## config.mk

```make
export PLATFORM = sky130hd
export DESIGN_NAME = serial_tx_launcher
export DESIGN_NICKNAME = d
export VERILOG_FILES = /design/src/rtl/serial_tx_launcher.sv
export SDC_FILE = /design/constraint.sdc
export NUM_CORES = 1
export LEC_CHECK = 0
export ABC_AREA = 1
export CAP_MARGIN = 20
export CELL_PAD_IN_SITES_DETAIL_PLACEMENT = 2
export CELL_PAD_IN_SITES_GLOBAL_PLACEMENT = 2
export CORE_MARGIN = 3
export CORE_UTILIZATION = 32
export CTS_CLUSTER_SIZE = 40
export DETAILED_ROUTE_END_ITERATION = 10
export PLACE_DENSITY_LB_ADDON = 0.1
export SYNTH_ARGS = -nofsm -noshare
export SYNTH_HDL_FRONTEND = slang
export SYNTH_SLANG_ARGS = --single-unit
```

## constraint.sdc

```tcl
create_clock -name clk -period 1.65 [get_ports clk]
set_clock_uncertainty 0.05 [all_clocks]
set_input_delay 0.2475 -clock clk [delete_from_list [all_inputs] [get_ports clk]]
set_output_delay 0.2475 -clock clk [all_outputs]
set_load 0.05 [all_outputs]
```

## src/rtl/serial_tx_launcher.sv

```systemverilog
// MSB-first serializer with selectable launch edge and a leading training burst.
// Control inputs from I2C are resynchronized here before use.
module serial_tx_launcher #(
    parameter int               WIDTH        = 8,
    parameter logic [WIDTH-1:0] TRAIN_WORD   = 8'hAA,
    parameter logic [WIDTH-1:0] IDLE_WORD    = 8'h3C,
    parameter int               TRAIN_CYCLES = 256
) (
    input  logic             clk,
    input  logic             rstn,
    input  logic             train_start_asyn,
    input  logic             falling_edge_launch_asyn,
    input  logic [WIDTH-1:0] din,
    input  logic             din_valid,
    output logic             din_ready,
    output logic             dout,
    output logic             training,
    output logic             train_done,
    output logic             launch_edge
);

    localparam int BW = $clog2(WIDTH);
    localparam logic [BW-1:0] BIT_LAST = BW'(WIDTH - 1);
    localparam logic [15:0] TRAIN_LAST = 16'(TRAIN_CYCLES - 1);

    typedef enum logic [1:0] {
        IDLE,
        TRAIN,
        DATA
    } state_t;

    state_t           state;
    logic [WIDTH-1:0] shreg;
    logic [BW-1:0]    bit_cnt;
    logic [15:0]      train_cnt;
    logic [1:0]       ts_sync;
    logic             ts_d;
    logic [1:0]       fl_sync;
    logic             neg_bit;

    logic             train_pulse;
    logic             word_end;
    logic             train_last;
    logic             accept;
    logic [WIDTH-1:0] next_word;
    logic [WIDTH-1:0] shifted;

    always_ff @(posedge clk or negedge rstn) begin
        if (!rstn) begin
            ts_sync <= '0;
            ts_d    <= 1'b0;
            fl_sync <= '0;
        end else begin
            ts_sync <= {ts_sync[0], train_start_asyn};
            ts_d    <= ts_sync[1];
            fl_sync <= {fl_sync[0], falling_edge_launch_asyn};
        end
    end

    assign train_pulse = ts_sync[1] & ~ts_d;
    assign word_end    = bit_cnt == BIT_LAST;
    assign train_last  = train_cnt == TRAIN_LAST;
    assign din_ready   = ~train_pulse &
                         (((state == TRAIN) & train_last) |
                          ((state == DATA) & word_end));
    assign accept      = din_valid & din_ready;
    assign next_word   = accept ? din : IDLE_WORD;
    assign shifted     = {shreg[WIDTH-2:0], 1'b0};

    always_ff @(posedge clk or negedge rstn) begin
        if (!rstn) begin
            state       <= IDLE;
            shreg       <= '0;
            bit_cnt     <= '0;
            train_cnt   <= '0;
            train_done  <= 1'b0;
            launch_edge <= 1'b0;
        end else if (train_pulse) begin
            // Restart wins over everything, dropping any word in flight
            state       <= TRAIN;
            shreg       <= TRAIN_WORD;
            bit_cnt     <= '0;
            train_cnt   <= '0;
            train_done  <= 1'b0;
            launch_edge <= fl_sync[1];
        end else begin
            case (state)
                TRAIN: begin
                    if (train_last) begin
                        state       <= DATA;
                        train_done  <= 1'b1;
                        bit_cnt     <= '0;
                        shreg       <= next_word;
                        launch_edge <= fl_sync[1];
                    end else begin
                        train_cnt <= train_cnt + 16'd1;
                        if (word_end) begin
                            bit_cnt     <= '0;
                            shreg       <= TRAIN_WORD;
                            launch_edge <= fl_sync[1];
                        end else begin
                            bit_cnt <= bit_cnt + BW'(1);
                            shreg   <= shifted;
                        end
                    end
                end
                DATA: begin
                    if (word_end) begin
                        bit_cnt     <= '0;
                        shreg       <= next_word;
                        launch_edge <= fl_sync[1];
                    end else begin
                        bit_cnt <= bit_cnt + BW'(1);
                        shreg   <= shifted;
                    end
                end
                default: begin
                    state <= IDLE;
                end
            endcase
        end
    end

    // Half-cycle delayed copy of the MSB for falling-edge launch
    always_ff @(negedge clk or negedge rstn) begin
        if (!rstn) neg_bit <= 1'b0;
        else       neg_bit <= shreg[WIDTH-1];
    end

    assign training = state == TRAIN;
    assign dout     = launch_edge ? neg_bit : shreg[WIDTH-1];

endmodule

```

==> flow_summary.json <==
{
  "layout-drive-gt1-share_pct": 47.1,
  "end_kind": "output pin",
  "powerDensity_mw_per_mm2": 927,
  "timing.rr.end": "shreg[7]",
  "layout_setup_ws_ps": -518,
  "status": "complete, but fails checks",
  "drcViolationCount": 0,
  "place.gp.congestion": 0.768,
  "ir_drop_mv": 0.521,
  "grt_pass1_vias": 2143,
  "synth_top_area_share_pct": 45.5,
  "r2r_cells": 13,
  "synth_most_common_cell": "nand2_1",
  "path_clk_slew_ps": 80,
  "violations": "negative hold slack, negative setup slack",
  "maxSlewViolCount": 0,
  "routed-via-count": 1900,
  "die-area_mm2": 0.00716,
  "setup_viol": 32,
  "p_leak_nw": 1.44,
  "power.total_w": 0.00284,
  "rows": 28,
  "critPathLaunch": "neg_bit",
  "cts_tree": "built",
  "startpoint_type": "flip-flop",
  "wl_per_cell_um": 23.3,
  "fill_cells": 644,
  "place_hpwl_mm": 4.53,
  "ys_seq_area_share_pct": 46.8,
  "reg2reg_from": "train_cnt[0]",
  "final_hold_viol_count": 18,
  "required_ps": 1350,
  "placedInstanceArea_mm2": 0.00240,
  "crit_path_end": "dout",
  "cts_buffers": 5,
  "grt_pass1_wl_mm": 11.8,
  "cts_buffer_depth": 2,
  "finalNetCount": 295,
  "relSlewSlack_pct": 66.5,
  "postSynthAreaPerCell_um2": 9.16,
  "async_reset_ff_share_pct": 100,
  "first_pass_iters": 4,
  "layout.area.seq_um2": 927,
  "numPortBuffers": 17,
  "path_class": "flip-flop to output pin",
  "hold_ws_ps": -25.4,
  "start_util_pct": 33.2,
  "multi_input_area_mm2": 0.00121,
  "root_buffer": "clkbuf_8",
  "min_path_type": "input port to async pin",
  "ys_ff_latch": 37,
  "antenna_left": 0,
  "grt_usage_pct": 21.6,
  "synthesis.area_mm2": 0.00198,
  "cap_violations": 0,
  "worstPathArrival_ps": 1870,
  "yosys.area.top_type": "dfrtp_1",
  "worstSkewPairLatency_ps": 300,
  "synth_top_cells_by_count": "41 x nand2_1, 36 x dfrtp_1, 25 x nor2_1",
  "tightest_slew_ps": 502,
  "rsz0062_at_grt": "yes",
  "grt_overflow_total": 0,
  "routed_wl_mm": 8.26,
  "synthCells": 216,
  "finish.instance_area_mm2": 0.00306,
  "routed_via_density": 5.35,
  "clock-sinks": 37,
  "synth_cell_types": 41,
  "io-pin-count": 18,
  "drtIter0Drc": 62,
  "r2r_setup_slack_ps": -380,
  "die_w_um": 84.6,
  "crit_fanout": 1,
  "ys.flop_type": "dfrtp_1",
  "yosysWarnings": 0,
  "cts-hold-fix-buffers": 0,
  "grt_max_degree": 37,
  "synth.area.top_cells": "dfrtp_1 46%, nand2_1 7.8%, nor2_1 4.7%, nand3_1 3.8%, inv_1 3.4%",
  "synth_edf_count": 0,
  "core_area_mm2": 0.00596,
  "syn_nets": 232,
  "fin_tns_setup_ps": -7630,
  "area_growth_syn_to_layout_pct": 54.7,
  "htree_levels": 2,
  "antenna_cells": 0,
  "antenna_found_initial": 0,
  "die_h_um": 84.6
}
layout by cell type (no fill, tap or decap), drive strengths merged, types with 2 or more instances in the layout:
master and instances:
nor3 2, buf 47, nand2 51, nor2 30
inv 18, o22ai 4, a32o 2, clkbuf 7
xor2 3, clkdlybuf4s50 11, ha 3, dfrtp 36
nand4 8, o21ai 14, clkinv 5, xnor2 2
nand3 17, a21oi 10
worst max-delay path, cell delays in order, from the launching register on:
cell and delay [ps]:
dfrtn_1 330, mux2_4 270, buf_12 150
what timing repair did:
action / CTS / global route
pin swaps: 14 / 19
buffers inserted: 17 / 9
resized for setup: 55 / 51
setup endpoints to repair: 23 / 34
cloned: 1 / 0
worst min-delay path by stage:
stage	start	endpoint	slack (ps)
after floorplan	rstn	bit_cnt[0]	-100
after global placement	ts_sync[0]	ts_sync[1]	290
after detailed placement	ts_sync[0]	ts_sync[1]	290
after CTS	rstn	train_cnt[14]	20
after global routing	rstn	train_cnt[13]	20
final	rstn	train_cnt[14]	-30
power breakdown:
part           switching [W]  leakage (nW)  internal, W
Clock               0.000353        0.0585     0.000493
Sequential          0.000145         0.470      0.00105
Combinational       0.000421         0.911     0.000375
metrics by stage:
step | hold WS, ps | setup WS (ps) | util (%) | std cells
after floorplan | -98.1 | -110 | - | 216
after global placement | 294 | -192 | 40.3 | 327
after detailed placement | 292 | -201 | 40.3 | 327
after CTS | 16.0 | -521 | 48.0 | 352
after global routing | 19.0 | -546 | 51.4 | 355
final | -25.4 | -518 | 51.4 | 355
sequential cells by signal, summed over array words and instances, names as in the netlist:
name	cells
state	2
neg_bit	1
train_done	1
launch_edge	1
ts_sync	2
ts_d	1
bit_cnt	3
train_cnt	16
shreg	8
fl_sync	2
layout make-up:
| cell class | instances | area share [%] |
|---|---|---|
| clock buffer | 7 | 2.82 |
| clock inverter | 1 | 0.981 |
| inverter | 22 | 3.68 |
| multi-input combinational | 154 | 39.6 |
| sequential | 37 | 30.3 |
| tap | 75 | 3.07 |
| timing repair buffer | 58 | 19.0 |
| timing repair inverter | 1 | 0.531 |
kinds of logic after synthesis:
| family | count (synthesis) | share of synthesized area [%] |
|---|---|---|
| AO/OA/AOI/OAI | 36 | 12.1 |
| XOR/XNOR | 5 | 2.21 |
| adder cells (fa/ha/maj) | 3 | 1.90 |
| buffers and inverters | 25 | 6.32 |
| flip-flops | 37 | 46.8 |
| multiplexers | 1 | 0.569 |
| AND/OR/NAND/NOR | 109 | 30.1 |
routing by layer:
metal  up-vias  global-route usage (%)  part of all wire [%]
met5         -                       0                     0
met4         0                    7.19                   1.5
met3         9                    5.00                   2.2
met2        32                    38.7                    54
met1      1006                    25.3                    43
li1        853                       -                     -
No activity file was read; power rests on OpenSTA's default activity.
